## src/rtl/multicycle_pkg.sv

```systemverilog
// Shared types and constants for the multicycle controller: FSM state
// encoding, RV32 base opcodes and ALU operation codes.
package multicycle_pkg;

  localparam int unsigned STATE_W  = 3;
  localparam int unsigned OPCODE_W = 7;
  localparam int unsigned ALU_OP_W = 2;

  typedef enum logic [STATE_W-1:0] {
    ST_FETCH  = 3'd0,
    ST_DECODE = 3'd1,
    ST_EXEC   = 3'd2,
    ST_MEM    = 3'd3,
    ST_WB     = 3'd4,
    ST_TRAP   = 3'd5
  } state_e;

  localparam logic [OPCODE_W-1:0] OPC_R      = 7'b0110011;
  localparam logic [OPCODE_W-1:0] OPC_I_ALU  = 7'b0010011;
  localparam logic [OPCODE_W-1:0] OPC_LOAD   = 7'b0000011;
  localparam logic [OPCODE_W-1:0] OPC_STORE  = 7'b0100011;
  localparam logic [OPCODE_W-1:0] OPC_BRANCH = 7'b1100011;

  localparam logic [ALU_OP_W-1:0] ALU_ADD   = 2'b00;
  localparam logic [ALU_OP_W-1:0] ALU_SUB   = 2'b01;
  localparam logic [ALU_OP_W-1:0] ALU_FUNCT = 2'b10;

endpackage

```

## src/rtl/multicycle_ctrl_opcode_class.sv

```systemverilog
// opcode_class: combinational opcode classifier shared by DECODE and EXEC.
// Ports:
//   i_opcode     instr[6:0]
//   o_is_r       R-type ALU
//   o_is_i       I-type ALU
//   o_is_load    load
//   o_is_store   store
//   o_is_branch  conditional branch
//   o_is_legal   any of the above
module opcode_class
  import multicycle_pkg::*;
(
  input  logic [OPCODE_W-1:0] i_opcode,
  output logic                o_is_r,
  output logic                o_is_i,
  output logic                o_is_load,
  output logic                o_is_store,
  output logic                o_is_branch,
  output logic                o_is_legal
);

  assign o_is_r      = (i_opcode == OPC_R);
  assign o_is_i      = (i_opcode == OPC_I_ALU);
  assign o_is_load   = (i_opcode == OPC_LOAD);
  assign o_is_store  = (i_opcode == OPC_STORE);
  assign o_is_branch = (i_opcode == OPC_BRANCH);
  assign o_is_legal  = o_is_r | o_is_i | o_is_load | o_is_store | o_is_branch;

endmodule

```

## src/rtl/multicycle_ctrl.sv

```systemverilog
// multicycle_ctrl: FETCH/DECODE/EXEC/MEM/WB control FSM for a multicycle
// RV32 datapath, with a retired-instruction counter.
// Optional build macro: MULTICYCLE_ILLEGAL_TRAP_EN (unknown opcodes lock the
// FSM in TRAP with illegal_instr=1; otherwise they are dropped as NOPs).
// Ports:
//   clk, rst_n          clock, synchronous active-low reset
//   opcode              instr[6:0] from the IR
//   zero                ALU zero flag (branch condition in EXEC)
//   mem_ready           memory handshake, honoured in FETCH and MEM
//   pc_write .. alusrc  datapath controls, decoded from state and opcode
//   illegal_instr       high while trapped
//   alu_op              00 add, 01 sub, 10 funct-decoded
//   state               current FSM state
//   retired             completed-instruction count (wraps)
module multicycle_ctrl
  import multicycle_pkg::*;
#(
  parameter int unsigned RETIRE_W = 32
) (
  input  logic                clk,
  input  logic                rst_n,
  input  logic [OPCODE_W-1:0] opcode,
  input  logic                zero,
  input  logic                mem_ready,
  output logic                pc_write,
  output logic                pc_src,
  output logic                ir_write,
  output logic                mem_read,
  output logic                mem_write,
  output logic                reg_write,
  output logic                mem_to_reg,
  output logic                alusrc,
  output logic                illegal_instr,
  output logic [ALU_OP_W-1:0] alu_op,
  output logic [STATE_W-1:0]  state,
  output logic [RETIRE_W-1:0] retired
);

  state_e              r_state;
  logic [RETIRE_W-1:0] r_retired;

  logic w_is_r, w_is_i, w_is_load, w_is_store, w_is_branch, w_is_legal;

  opcode_class u_opcode_class (
    .i_opcode    (opcode),
    .o_is_r      (w_is_r),
    .o_is_i      (w_is_i),
    .o_is_load   (w_is_load),
    .o_is_store  (w_is_store),
    .o_is_branch (w_is_branch),
    .o_is_legal  (w_is_legal)
  );

  // State register and retire counter; retirement is counted on the edge
  // that leaves the instruction's final state.
  always_ff @(posedge clk) begin
    if (!rst_n) begin
      r_state   <= ST_FETCH;
      r_retired <= '0;
    end else begin
      case (r_state)
        ST_FETCH: begin
          if (mem_ready) r_state <= ST_DECODE;
        end
        ST_DECODE: begin
          if (w_is_legal) begin
            r_state <= ST_EXEC;
          end else begin
`ifdef MULTICYCLE_ILLEGAL_TRAP_EN
            r_state <= ST_TRAP;
`else
            r_state <= ST_FETCH;
`endif
          end
        end
        ST_EXEC: begin
          if (w_is_r || w_is_i) begin
            r_state <= ST_WB;
          end else if (w_is_load || w_is_store) begin
            r_state <= ST_MEM;
          end else begin
            r_state <= ST_FETCH;
            if (w_is_branch) r_retired <= r_retired + RETIRE_W'(1);
          end
        end
        ST_MEM: begin
          if (mem_ready) begin
            if (w_is_store) begin
              r_state   <= ST_FETCH;
              r_retired <= r_retired + RETIRE_W'(1);
            end else begin
              r_state <= ST_WB;
            end
          end
        end
        ST_WB: begin
          r_state   <= ST_FETCH;
          r_retired <= r_retired + RETIRE_W'(1);
        end
        ST_TRAP: r_state <= ST_TRAP;
        default: r_state <= ST_FETCH;
      endcase
    end
  end

  // Control decode; everything is forced low while reset is held so an
  // in-flight write is cut off in the same cycle.
  always_comb begin
    pc_write      = 1'b0;
    pc_src        = 1'b0;
    ir_write      = 1'b0;
    mem_read      = 1'b0;
    mem_write     = 1'b0;
    reg_write     = 1'b0;
    mem_to_reg    = 1'b0;
    alusrc        = 1'b0;
    illegal_instr = 1'b0;
    alu_op        = ALU_ADD;
    if (rst_n) begin
      case (r_state)
        ST_FETCH: begin
          mem_read = 1'b1;
          if (mem_ready) begin
            ir_write = 1'b1;
            pc_write = 1'b1;
          end
        end
        ST_EXEC: begin
          alusrc = w_is_i | w_is_load | w_is_store;
          if (w_is_load || w_is_store) alu_op = ALU_ADD;
          else if (w_is_branch)        alu_op = ALU_SUB;
          else                         alu_op = ALU_FUNCT;
          if (w_is_branch) begin
            pc_src   = 1'b1;
            pc_write = zero;
          end
        end
        ST_MEM: begin
          // Load and store classes are exclusive, so read/write never overlap.
          mem_read  = w_is_load;
          mem_write = w_is_store;
        end
        ST_WB: begin
          reg_write  = 1'b1;
          mem_to_reg = w_is_load;
        end
        ST_TRAP: begin
`ifdef MULTICYCLE_ILLEGAL_TRAP_EN
          illegal_instr = 1'b1;
`endif
        end
        default: ;
      endcase
    end
  end

  assign state   = STATE_W'(r_state);
  assign retired = r_retired;

endmodule

```

## config.mk

```make
export PLATFORM = sky130hd
export DESIGN_NAME = multicycle_ctrl
export DESIGN_NICKNAME = d
export VERILOG_FILES = /design/src/rtl/multicycle_pkg.sv /design/src/rtl/multicycle_ctrl_opcode_class.sv /design/src/rtl/multicycle_ctrl.sv
export SDC_FILE = /design/constraint.sdc
export NUM_CORES = 1
export LEC_CHECK = 0
export ABC_AREA = 1
export CORE_AREA = 2 2 76 78
export CTS_BUF_LIST = sky130_fd_sc_hd__clkbuf_16
export CTS_CLUSTER_DIAMETER = 200
export DETAILED_ROUTE_END_ITERATION = 8
export DIE_AREA = 0 0 78 80
export MAX_ROUTING_LAYER = met4
export PLACE_DENSITY = 0.79
export SKIP_CTS_REPAIR_TIMING = 1
export SYNTH_ARGS = -nofsm -noshare
export SYNTH_HDL_FRONTEND = slang
export SYNTH_SLANG_ARGS = --single-unit
```

## constraint.sdc

```tcl
create_clock -name clk -period 1.99 [get_ports clk]
set_clock_uncertainty 0.05 [all_clocks]
set_input_delay 0.597 -clock clk [delete_from_list [all_inputs] [get_ports clk]]
set_output_delay 0.597 -clock clk [all_outputs]
set_load 0.02 [all_outputs]
```

==> impl_metrics.tcl <==
set metrics [dict create \
    crit_start "state[2]$_SDFFE_PN0P_" \
    synthToLayoutAreaGrowth_pct 45.8 \
    cts_root_buf "clkbuf_16" \
    die_h_um 80 \
    drt_iter0_drc 136 \
    crit_type "reg -> out" \
    port_buffers 55 \
    cts_sinks 35 \
    synth_top_area_share_pct 25.5 \
    track_usage_pct 27.2 \
    grt_max_degree 21 \
    setup_violations 5 \
    clk_latency_ns 0.28 \
    fin_nets 551 \
    rr_worst_depth 9 \
    vdd_drop_max_v 0.000340 \
    syn_area_um2 2740 \
    gp_congestion 0.923 \
    synthMostInstantiatedCell "nand2_1" \
    slew_viol_final 0 \
    path_clk_slew_ns 0.06 \
    required_ns 1.34 \
    drc 0 \
    ioPinCount 57 \
    wl_mm 8.35 \
    yosysTopAreaCell "dfxtp_1" \
    rows 27 \
    max_cap_viol_count 0 \
    wl_per_cell_um 13.7 \
    firstDrtPassIters 4 \
    path_cells "inv_2 > nand2_4 > nor2_4 > inv_2 > nor2_4 > inv_2 > a2111oi_4 > buf_4" \
    worstSetupStartpointType "flip-flop" \
    hold_class "reg -> reg" \
    r2r_end "retired[31]$_SDFFE_PN0P_" \
    antenna_found_initial 0 \
    fillers 449 \
    crit_fanout 3 \
    grt_pass1_wl_mm 13.3 \
    r2r_start "retired[2]$_SDFFE_PN0P_" \
    cts-htree-levels 2 \
    ys_warn_count 0 \
    synth_edf_count 0 \
    detail-route-antenna-nets 0 \
    syn_area_per_cell_um2 6.26 \
    async_reset_ff_share_pct 0 \
    design_area_um2 4000 \
    place_area_um2 3710 \
    initial_utilization_pct 50.8 \
    fin_ws_ns -0.0858 \
    antennaDiodeCount 0 \
    grt.overflow.total 0 \
    cp_top_family "buffers and inverters" \
    endpoint_kind "output pin" \
    tns_ns -0.283 \
    synth-seq-cells 35 \
    crit_cells 8 \
    synth_ff_type "dfxtp_1" \
    r2r_slack_ns 0.25 \
    failed_checks "setup timing" \
    powerDensity_nw_per_um2 403 \
    period_minus_slack_ns 2.08 \
    synthTopCellsByArea "dfxtp_1, nand2_1, nor2_1" \
    vias_per_cell 5.22 \
    p_leak_uw 0.00196 \
    cts_max_path_buffers 2 \
    die-area_um2 6240 \
    final-hold-violation-count 0 \
    synth_nets 450 \
    crit_top_cell "inv_2" \
    rsz0062_at_grt "true" \
    hpwl_mm 6.16 \
    synth.top_cells.by_count "nand2_1, nor2_1, dfxtp_1" \
    cp.arrival_ns 1.43 \
    cts_tree "done" \
    slowest_stage "dfxtp_2" \
    ys_seq_area_share_pct 25.5 \
    coreArea_um2 5410 \
    synthCells 438 \
    status "complete, but fails checks" \
    cts_inserted_buffers 5 \
    fin_crit_sh_pct 104 \
    clock.fmax_mhz 482 \
    vias 3192 \
    worstSetupEndpoint "alusrc" \
    die_x_um 78 \
    ys_types 30 \
    cp_slowest_stage_delay_ns 0.32 \
    drive_gt1_share_pct 28.9 \
    grt_pass1_vias 3049 \
    path_buf_inv 4 \
]
==> metal layers <==
metal	vias to the layer above	part of all wire, %	global-route usage [%]
li1	1593	-	-
met1	1456	39	28.8
met2	118	53	50.9
met3	25	4.7	4.30
met4	0	2.5	10.5
met5	-	0	-
==> how the worst min path moves through the flow <==
| stage | cells past startpoint | startpoint | slack, ns | end |
|---|---|---|---|---|
| after floorplan | 2 | retired[31]$_SDFFE_PN0P_ | 0.52 | retired[31]$_SDFFE_PN0P_ |
| after global placement | 2 | retired[31]$_SDFFE_PN0P_ | 0.43 | retired[31]$_SDFFE_PN0P_ |
| after detailed placement | 2 | retired[31]$_SDFFE_PN0P_ | 0.45 | retired[31]$_SDFFE_PN0P_ |
| after CTS | 2 | retired[31]$_SDFFE_PN0P_ | 0.46 | retired[31]$_SDFFE_PN0P_ |
| after global routing | 2 | retired[0]$_SDFFE_PN0P_ | 0.48 | retired[0]$_SDFFE_PN0P_ |
| final | 2 | retired[31]$_SDFFE_PN0P_ | 0.45 | retired[31]$_SDFFE_PN0P_ |
==> layout make-up <==
class / count / area [µm²] / area share (%)
repair buffers: 105 / 998 / 25.0
clock inverters: 3 / 15.0 / 0.375
inverters: 31 / 124 / 3.10
multi-input cells: 361 / 1940 / 48.5
flip-flops and latches: 35 / 707 / 17.7
well taps: 72 / 90.1 / 2.25
clock buffers: 5 / 125 / 3.13
==> per-stage QoR <==
step / total power, µW / cells / util [%] / setup slack [ns] / hold WS, ns
floorplan: 786 / 438 / - / -0.0198 / 0.515
global placement: 858 / 602 / 68.7 / -0.890 / 0.433
detailed placement: 862 / 602 / 68.7 / -0.923 / 0.450
CTS: 1590 / 610 / 71.3 / -0.937 / 0.457
global route: 1660 / 612 / 74.0 / -0.176 / 0.483
finish: 1610 / 612 / 74.0 / -0.0858 / 0.454
==> flip-flops by register name (all words and copies together) (netlist names) <==
signal and cells:
state 3, retired 32
==> cell usage in the layout, fill, tap and decap left out, types with 3 or more instances in the layout <==
cell	synthesis	routed
xnor2_1	6	6
inv_2	6	9
nand2_1	157	155
clkbuf_2	0	3
buf_6	3	4
a21oi_2	15	16
nand3_2	0	3
nand3_1	24	21
nand2_2	26	24
buf_4	2	51
clkdlybuf4s50_1	0	15
a21oi_1	18	17
buf_2	0	3
dfxtp_1	35	32
clkbuf_16	0	5
nor2_1	65	61
nand3b_1	17	17
o21ai_0	9	9
dlymetal6s2s_1	0	23
nor2_8	4	4
inv_1	24	19
buf_12	2	4
nor2_4	1	4
inv_4	0	3
nand2_4	6	10
==> cells by family after synthesis <==
kind of cell               after synthesis  synth area share, %
and+or+nand+nor                        305                 52.6
AOI/OAI and AO/OA                       47                 11.0
buffers and inverters                   42                 8.03
DFF                                     35                 25.5
xor gates and xnor gates                 7                 2.23
adders and majority gates                1                0.456
other                                    1                0.137
==> worst reg2reg max path, cell delays in order, from the launching register on <==
cell	delay [ns]
dfxtp_1	0.49
nand3_1	0.22
inv_1	0.16
nand2_1	0.16
nor2_1	0.24
nand2_1	0.09
nand2_1	0.06
nand2_1	0.05
nand2_1	0.07
a21oi_2	0.04
==> power breakdown <==
part	switching (µW)	total, µW	internal, µW
Combinational	91.1	161	69.6
Clock	289	743	454
Sequential	3.67	707	703
Total	384	1610	1230
No activity file was read; power rests on OpenSTA's default activity.
==> edit, RTL diff (same settings) <==
Build with the macro `MULTICYCLE_ILLEGAL_TRAP_EN` defined.
--- a/src/rtl/multicycle_ctrl.sv
+++ b/src/rtl/multicycle_ctrl.sv
@@ -13,4 +13,6 @@
 //   state               current FSM state
 //   retired             completed-instruction count (wraps)
+`define MULTICYCLE_ILLEGAL_TRAP_EN
+
 module multicycle_ctrl
   import multicycle_pkg::*;
Behaviour: not the same (a bounded check fails within 4 cycles, from zero or initial values and one cycle with rst_n low).
==> edit against the unedited design <==
Setup slack hardly changed. Final area decreased by 2.5%. The run still ends with negative setup slack left. Critical path depth decreased by 3. Area after synthesis down 1.4%. Sequential share of layout area increased by 0.36 points. Largest cell class unchanged. Final cell count is 1.8% lower. Sequential power is 1% higher. Wire length down 1.2%. Power rose by 5.2%. Sequential cell count unchanged. Non-clock buffer count shrank 10.
==> edit: results (changes against the unedited design) <==
Failing checks: negative setup slack (unchanged)
Critical path peak fanout: 2 (was 3)
Final nets: 540 (was 551)
VDD IR-drop max: 0.000304 V (was 0.000340 V)
Placed Cells: 591 (was 602)
Max reg flops: 32 (unchanged)
Largest cells by area after synthesis: dfxtp_1, nand2_1, nor2_1, a21oi_1, nand3b_1 (was dfxtp_1, nand2_1, nor2_1, nand2_2, a21oi_2)
Metal-1 WL: 3.38 mm (was 3.29 mm)
Number of buffers added on ports: 56 (was 55)
Global Route Usage Sum: 0.266 (was 0.272)
Class of the worst hold path: reg2reg (unchanged)
Largest net degree at the start of global routing: 33 (was 21)
Num CTS Buffers: 5 (unchanged)
Lkg Pwr: 1.90 nW (was 1.96 nW)
RD Place Congestion: 0.968 (was 0.923)
EDFF count, synth: 0 (unchanged)
Count of different cell masters after synthesis: 32 (was 30)
Arr. time, crit path: 1.43 ns (about the same)
DP HPWL: 6.08 mm (was 6.16 mm)
Clock transition at the registers of the reported paths: 0.05 ns
DRT Pass-1 Iters: 4 (unchanged)
Avg Cell Area, Syn: 6.21 um^2 (was 6.26 um^2)
Htree depth: 2 (unchanged)
Status: finished, violations left (unchanged)
CTS max path bufs: 2 (unchanged)
Vias in the first global route: 2926 (was 3049)
Worst-Skew Late Latency: 0.28 ns (about the same)
Initial antenna violation count: 0 (unchanged)
Yosys Warn Count: 0 (unchanged)
Final worst slack: -0.0863 ns (was -0.0858 ns)
Total routed wirelength: 8.26 mm (was 8.35 mm)
Area post-placement: 0.00358 mm^2 (was 0.00371 mm^2)
Worst-Margin Slew: 0.298 ns
Setup Viol. Count Final: 8 (was 5)
Non-Filler Instances: 601 (was 612)
Initial DRC Count: 198 (was 136)
Highest routed layer: met4 (unchanged)
Area used by multi-input combinational logic: 0.00194 mm^2 (unchanged)
Met3 wire length: 469 um (was 394 um)
CTS root buf: clkbuf_16 (unchanged)
Critical Path Max Stage Delay: 0.29 ns (was 0.32 ns)
Share of layout cells above drive strength 1: 0.265 (was 0.289)
Post-synth ARST share: 0 (unchanged)
Syn_nets: 448 (was 450)
Seq/Total Area, Yosys: 0.259 (was 0.255)
Met2 routed WL: 4.22 mm (was 4.46 mm)
Vias: 3134 (was 3192)
# diodes: 0 (unchanged)
Number of fill cells: 453 (was 449)
Ys flop type: dfxtp_1 (unchanged)
First-pass GRT wire length: 13.0 mm (was 13.3 mm)
Top cells by count, synth: nand2_1, nor2_1, dfxtp_1, a21oi_1, inv_1 (was nand2_1, nor2_1, dfxtp_1, nand2_2)
Critical path's slowest cell: a2111oi_2 (was dfxtp_2)
-- edit: cell families after synthesis --
| logic type | synth area share |
|---|---|
| xor gates and xnor gates | 0.0259 |
| DFF | 0.259 |
| buffers and inverters | 0.0735 |
| adders and majority gates | 0.00462 |
| and+or+nand+nor | 0.529 |
| AOI/OAI and AO/OA | 0.108 |
-- edit: cell type report --
type / instances / area share
clock inverters: 3 / 0.00289
inverters: 30 / 0.0302
clock buffers: 5 / 0.0321
well taps: 72 / 0.0231
repair buffers: 95 / 0.234
flip-flops and latches: 35 / 0.180
multi-input cells: 361 / 0.498
-- edit: through the flow --
stage	hold slack (ns)	util	setup TNS [ns]	setup WS, ns	power, mW
after floorplan	0.509	-	-0.0700	-0.0664	0.848
after global placement	0.432	0.663	-23.02	-0.914	0.943
after detailed placement	0.441	0.663	-24.80	-0.994	0.946
after CTS	0.448	0.688	-15.56	-0.994	1.68
after global routing	0.498	0.721	-0.714	-0.150	1.74
final	0.453	0.721	-0.382	-0.0863	1.69
-- edit: report_power, final --
part           internal, mW  leakage (nW)  switching (mW)
Clock                 0.451        0.0701           0.297
Combinational        0.0927          1.55           0.137
Sequential            0.708         0.283         0.00946
-- edit: metal layers --
layer,vias up,track usage
met1,1453,0.304
li1,1567,-
met2,96,0.471
met4,0,0.107
met3,18,0.0385
met5,-,-
-- edit: worst paths after layout --
check	from	end	slack, ns	cells after the start
worst max-delay path	opcode[3]	alusrc	-0.09	5
worst min-delay path	retired[31]	retired[31]	0.45	2
worst max register to register	retired[1]	retired[16]	0.23	8
worst min register to register	retired[31]	retired[31]	0.45	2
-- edit: worst max-delay path: cells and delay by family --
family / cells / cell delay (ns)
buffers and inverters: 2 / 0.30
AND/OR/NAND/NOR: 2 / 0.25
AO/OA/AOI/OAI: 1 / 0.29
